--- src/rtl/stripe_scheduler.sv ---
// stripe_scheduler: packs a serial symbol stream into 4-lane words,
// pads stalled partial words and inserts periodic SKP ordered sets.
module stripe_scheduler #(
    parameter int              BITS         = 8,
    parameter int              LANES        = 4,
    parameter int              SKP_INTERVAL = 16,
    parameter int              SKP_LEN      = 3,
    parameter logic [BITS-1:0] COM_SYM      = 8'hBC,
    parameter logic [BITS-1:0] SKP_SYM      = 8'h1C,
    parameter logic [BITS-1:0] PAD_SYM      = 8'hF7
) (
    input  logic             CLK,
    input  logic             RESET_L,
    input  logic [BITS-1:0]  IN_D,
    input  logic             IN_K,
    input  logic             IN_VALID,
    output logic             IN_READY,
    output logic [BITS-1:0]  LANE0,
    output logic [BITS-1:0]  LANE1,
    output logic [BITS-1:0]  LANE2,
    output logic [BITS-1:0]  LANE3,
    output logic [LANES-1:0] LANE_K,
    output logic             OUT_VALID,
    output logic             SKP_ACTIVE
);

    typedef enum logic [1:0] {
        ST_RUN,
        ST_COM,
        ST_SKP
    } state_t;

    localparam logic [7:0] LAST_CNT = 8'(SKP_INTERVAL - 1);
    localparam logic [2:0] SKP_LAST = 3'(SKP_LEN - 1);

    state_t                      r_state;
    logic [1:0]                  r_slot;
    logic [7:0]                  r_word_cnt;
    logic                        r_skp_pending;
    logic [2:0]                  r_skp_cnt;
    logic [BITS-1:0]             r_hold_d [LANES];
    logic [LANES-1:0]            r_hold_k;
    logic [LANES-1:0][BITS-1:0]  r_lane;
    logic [LANES-1:0]            r_lane_k;
    logic                        r_out_valid;
    logic                        r_skp_active;

    logic                        w_xfer;
    logic                        w_last;
    logic                        w_emit;
    logic [LANES-1:0][BITS-1:0]  w_word_d;
    logic [LANES-1:0]            w_word_k;

    assign IN_READY = (r_state == ST_RUN)
                   && !(r_skp_pending && r_slot == 2'd0);
    assign w_xfer   = IN_VALID && IN_READY;
    assign w_last   = (r_slot == 2'(LANES - 1));
    assign w_emit   = (r_state == ST_RUN)
                   && ((w_xfer && w_last) || (!IN_VALID && r_slot != 2'd0));

    // Slots below r_slot are held, the current slot takes the live
    // symbol, anything beyond is padding for a stalled partial word.
    always_comb begin
        w_word_d = '0;
        w_word_k = '0;
        for (int i = 0; i < LANES; i++) begin
            if (2'(i) < r_slot) begin
                w_word_d[i] = r_hold_d[i];
                w_word_k[i] = r_hold_k[i];
            end else if (2'(i) == r_slot && w_xfer) begin
                w_word_d[i] = IN_D;
                w_word_k[i] = IN_K;
            end else begin
                w_word_d[i] = PAD_SYM;
                w_word_k[i] = 1'b1;
            end
        end
    end

    always_ff @(posedge CLK or negedge RESET_L) begin
        if (!RESET_L) begin
            r_state       <= ST_RUN;
            r_slot        <= '0;
            r_word_cnt    <= '0;
            r_skp_pending <= 1'b0;
            r_skp_cnt     <= '0;
            r_hold_k      <= '0;
            r_lane        <= '0;
            r_lane_k      <= '0;
            r_out_valid   <= 1'b0;
            r_skp_active  <= 1'b0;
            for (int i = 0; i < LANES; i++) begin
                r_hold_d[i] <= '0;
            end
        end else begin
            r_out_valid <= 1'b0;
            unique case (r_state)
                ST_RUN: begin
                    r_skp_active <= 1'b0;
                    if (r_skp_pending && r_slot == 2'd0) begin
                        r_state      <= ST_COM;
                        r_lane       <= {LANES{COM_SYM}};
                        r_lane_k     <= '1;
                        r_out_valid  <= 1'b1;
                        r_skp_active <= 1'b1;
                    end else begin
                        if (w_xfer && !w_last) begin
                            r_hold_d[r_slot] <= IN_D;
                            r_hold_k[r_slot] <= IN_K;
                            r_slot           <= r_slot + 2'd1;
                        end
                        if (w_emit) begin
                            r_lane      <= w_word_d;
                            r_lane_k    <= w_word_k;
                            r_out_valid <= 1'b1;
                            r_slot      <= '0;
                            if (r_word_cnt == LAST_CNT) begin
                                r_word_cnt    <= '0;
                                r_skp_pending <= 1'b1;
                            end else begin
                                r_word_cnt <= r_word_cnt + 8'd1;
                            end
                        end
                    end
                end
                ST_COM: begin
                    r_state      <= ST_SKP;
                    r_lane       <= {LANES{SKP_SYM}};
                    r_lane_k     <= '1;
                    r_out_valid  <= 1'b1;
                    r_skp_active <= 1'b1;
                    r_skp_cnt    <= SKP_LAST;
                end
                ST_SKP: begin
                    if (r_skp_cnt == 3'd0) begin
                        r_state       <= ST_RUN;
                        r_skp_pending <= 1'b0;
                        r_skp_active  <= 1'b0;
                    end else begin
                        r_skp_cnt    <= r_skp_cnt - 3'd1;
                        r_out_valid  <= 1'b1;
                        r_skp_active <= 1'b1;
                    end
                end
                default: r_state <= ST_RUN;
            endcase
        end
    end

    assign LANE0      = r_lane[0];
    assign LANE1      = r_lane[1];
    assign LANE2      = r_lane[2];
    assign LANE3      = r_lane[3];
    assign LANE_K     = r_lane_k;
    assign OUT_VALID  = r_out_valid;
    assign SKP_ACTIVE = r_skp_active;

endmodule

--- config.mk ---
export PLATFORM = sky130hd
export DESIGN_NAME = stripe_scheduler
export DESIGN_NICKNAME = d
export VERILOG_FILES = /design/src/rtl/stripe_scheduler.sv
export SDC_FILE = /design/constraint.sdc
export NUM_CORES = 1
export LEC_CHECK = 0
export CAP_MARGIN = 0
export CORE_UTILIZATION = 50
export DETAILED_ROUTE_END_ITERATION = 7
export DONT_BUFFER_PORTS = 1
export SLEW_MARGIN = 20
export SYNTH_ARGS = -nofsm -noshare
export SYNTH_HDL_FRONTEND = slang
export SYNTH_SLANG_ARGS = --single-unit
--- constraint.sdc ---
create_clock -name CLK -period 3 [get_ports CLK]
set_clock_uncertainty 0.2 [all_clocks]
set_input_delay 0.6 -clock CLK [delete_from_list [all_inputs] [get_ports CLK]]
set_output_delay 0.6 -clock CLK [all_outputs]
set_load 0.03 [all_outputs]
==> metrics <==
Pins Over Slew Limit 0; minimum clock period ~2.7 ns; root cell of the clock tree clkbuf_8; Post-Route Utilization 0.568; Detail Route Antenna Nets 0; vias per cell between 5 and 6; cells along the critical path clkinv_1 -> ha_1 -> buf_4 -> nand2_1 -> and2_1; Pwr Density 1190 mW/mm^2; CP max stage delay 0.49 ns; number of synthesized register bits just over 80; CTS tree built; worst min-delay path class in -> reg; io pins 51; Leakage between 0.0015 and 0.002 uW; Tcrit/Tclk final 0.892; initial DRC count 142; DIE AREA 0.00783 sq mm; Filler Cell Count roughly 640; Synth Instances 336; first-pass GRT wire length between 10 and 15 mm; Cell Area, Placed 0.00387 sq mm; routability congestion estimate 0.835; slowest library cell on the worst path dfrtp_1; outcome finished clean; initial antenna violation count 0; Post-Layout Inst Area between 0.004 and 0.005 sq mm; clk_lat worst skew approximately 0.36 ns; count of cell types in the netlist between 40 and 50; hold path endpoint r_hold_d[11]; Max FO, Critical Path 12; htree depth 3; Rel. slew slack 0.574; hold path depth 1; vias in the first global route roughly 2600; synth cell count leaders 81 x dfrtp_1, 41 x nor2_1, 36 x nand2_1; initial core utilization 0.516; Overall Global Routing Usage 0.232; FP Rows 31; CTS clk-pin slew, worst paths around 0.080 ns; Syn. warnings 0; crit-path leading delay family simple AND/OR/NAND/NOR gates; EDFF count, synth 0; syn nets 362; Hold Startpoint IN_D[3]; final hold vios 0; Worst R2R Path Depth 7; Synth top area share 0.542; Main synth FF type dfrtp_1; CTS Buffer Depth 2; post-synth top area cell dfrtp_1; # resized after CTS 0; Peak Freq ~370 MHz; critical path class reg -> out; # setup viols final 0; Post-route DRC 0; Die Ht just under 90 um; reg2reg end LANE1[3]; Final nets between 300 and 400; total congestion overflow 0; r2r startpoint r_slot[1]; Critical Path RT ~2.2 ns; Final HPWL DP approximately 5.4 mm; Die Width just under 90 um; drt pass-1 iters 4; area grow syn2layout 10.2%; worst path buffer plus inverter count 2; number of diodes 0; final worst slack around 0.32 ns; layout cells sized above 1 0.189; crit path launch type flip-flop; CORE AREA roughly 0.0073 sq mm; port bufs 0; via count ~2600; most common cell in the netlist dfrtp_1; Placement Setup Slack 0.462 ns; crit end category output port; drt wl/cell 18.5 um; synthesized cell area between 0.003 and 0.004 sq mm; syn avg cell area 11.1 sq um; RSZ-0062 raised after global routing no; MaxCap Viol Count 0; VDD IR max roughly 0.00061 V; total clock buffers created by CTS 9; sequential share of the synthesized area 0.542; CTS sink count between 80 and 90; Synth async-reset ratio 1.00; WHS about 0.18 ns; Worst R2R Setup Slack 0.45 ns; final wirelength about 8.3 mm; Setup TNS 0 ns; Synth area leaders dfrtp_1 54%, mux2_2 9.0%, ha_1 4.7%; worst slew pin tran ~0.64 ns; pin count of the biggest net entering global routing 82; crit path DAT approximately 1.9 ns
metal layers:
| layer | up-vias | global-route usage | wire [um] |
|---|---|---|---|
| li1 | 1224 | - | - |
| met1 | 1281 | 0.326 | 4080 |
| met2 | 43 | 0.348 | 3730 |
| met3 | 10 | 0.0560 | 387 |
| met4 | 0 | 0.0909 | 111 |
| met5 | - | 0 | 0 |
power breakdown:
group	internal, uW	leakage [uW]	switching [uW]
registers	1550	0.000952	705
clock network	419	0.000101	432
logic	783	0.000738	1000
total	2750	0.00179	2140
flip-flops by register name (all words and copies together) (netlist names):
name / cells
r_word_cnt: 8
LANE0: 8
r_skp_pending: 1
LANE2: 8
LANE1: 8
r_hold_d: 24
r_slot: 2
LANE3: 8
r_state: 2
r_skp_cnt: 3
OUT_VALID: 1
LANE_K: 4
r_hold_k: 3
SKP_ACTIVE: 1
layout make-up:
cell class / instances / area (sq um) / share of cell area
Timing Repair Buffer: 8 / 95.1 / 0.0231
Clock inverter: 6 / 73.8 / 0.0179
Tap cell: 99 / 124 / 0.0301
Multi-Input combinational cell: 231 / 1610 / 0.392
Sequential cell: 81 / 2030 / 0.492
Clock buffer: 10 / 138 / 0.0334
Inverter: 13 / 48.8 / 0.0118
worst max-delay path by stage:
stage | startpoint | to | slack [ns] | depth (start not counted)
6_report | r_slot[1] | IN_READY | 0.32 | 5
5_1_grt | r_slot[1] | IN_READY | 0.16 | 5
4_1_cts | r_slot[1] | IN_READY | 0.31 | 5
3_5_place_dp | r_slot[1] | LANE1[3] | 0.46 | 7
3_3_place_gp | r_state[0] | r_hold_d[27] | 0.51 | 5
2_1_floorplan | r_slot[1] | IN_READY | 0.71 | 5
cell families (layout without fill, tap and decap cells):
logic type,after synthesis,count (layout),share of synthesized area
compound gates,77,77,0.152
xor+xnor,4,4,0.00937
fa+ha+maj,14,14,0.0468
buf+inv,24,37,0.0264
flops,81,81,0.542
mux,32,32,0.0960
simple gates,104,104,0.127
repair_timing:
action,in CTS,in global routing
hold endpoints to repair,81,0
hold buffers,2,0
setup buffers,0,0
placed cells by master, fill, tap and decap left out, types with 2 or more instances in the layout:
master      count
dfrtp_1        81
nor2_1         41
nand2_1        36
mux2_2         30
o21ai_0        16
o22ai_1        16
ha_1           14
a21oi_1        13
inv_1          12
clkbuf_8       10
o41ai_2         6
buf_4           5
nand4_1         4
xor2_1          4
o32a_1          4
nor2b_1         3
nand3_1         3
o22a_1          3
a21boi_0        3
o41ai_1         3
and2_1          2
nand2_2         2
or2_1           2
o31ai_1         2
nand2b_1        2
inv_6           2
clkinvlp_4      2
per-stage QoR:
step | cells | power, uW
floorplan | 336 | 3540
global placement | 430 | 3980
detailed placement | 430 | 4030
CTS | 448 | 4920
global route | 448 | 5210
finish | 448 | 4890
Note: power is estimated with default switching activity, not from simulation.
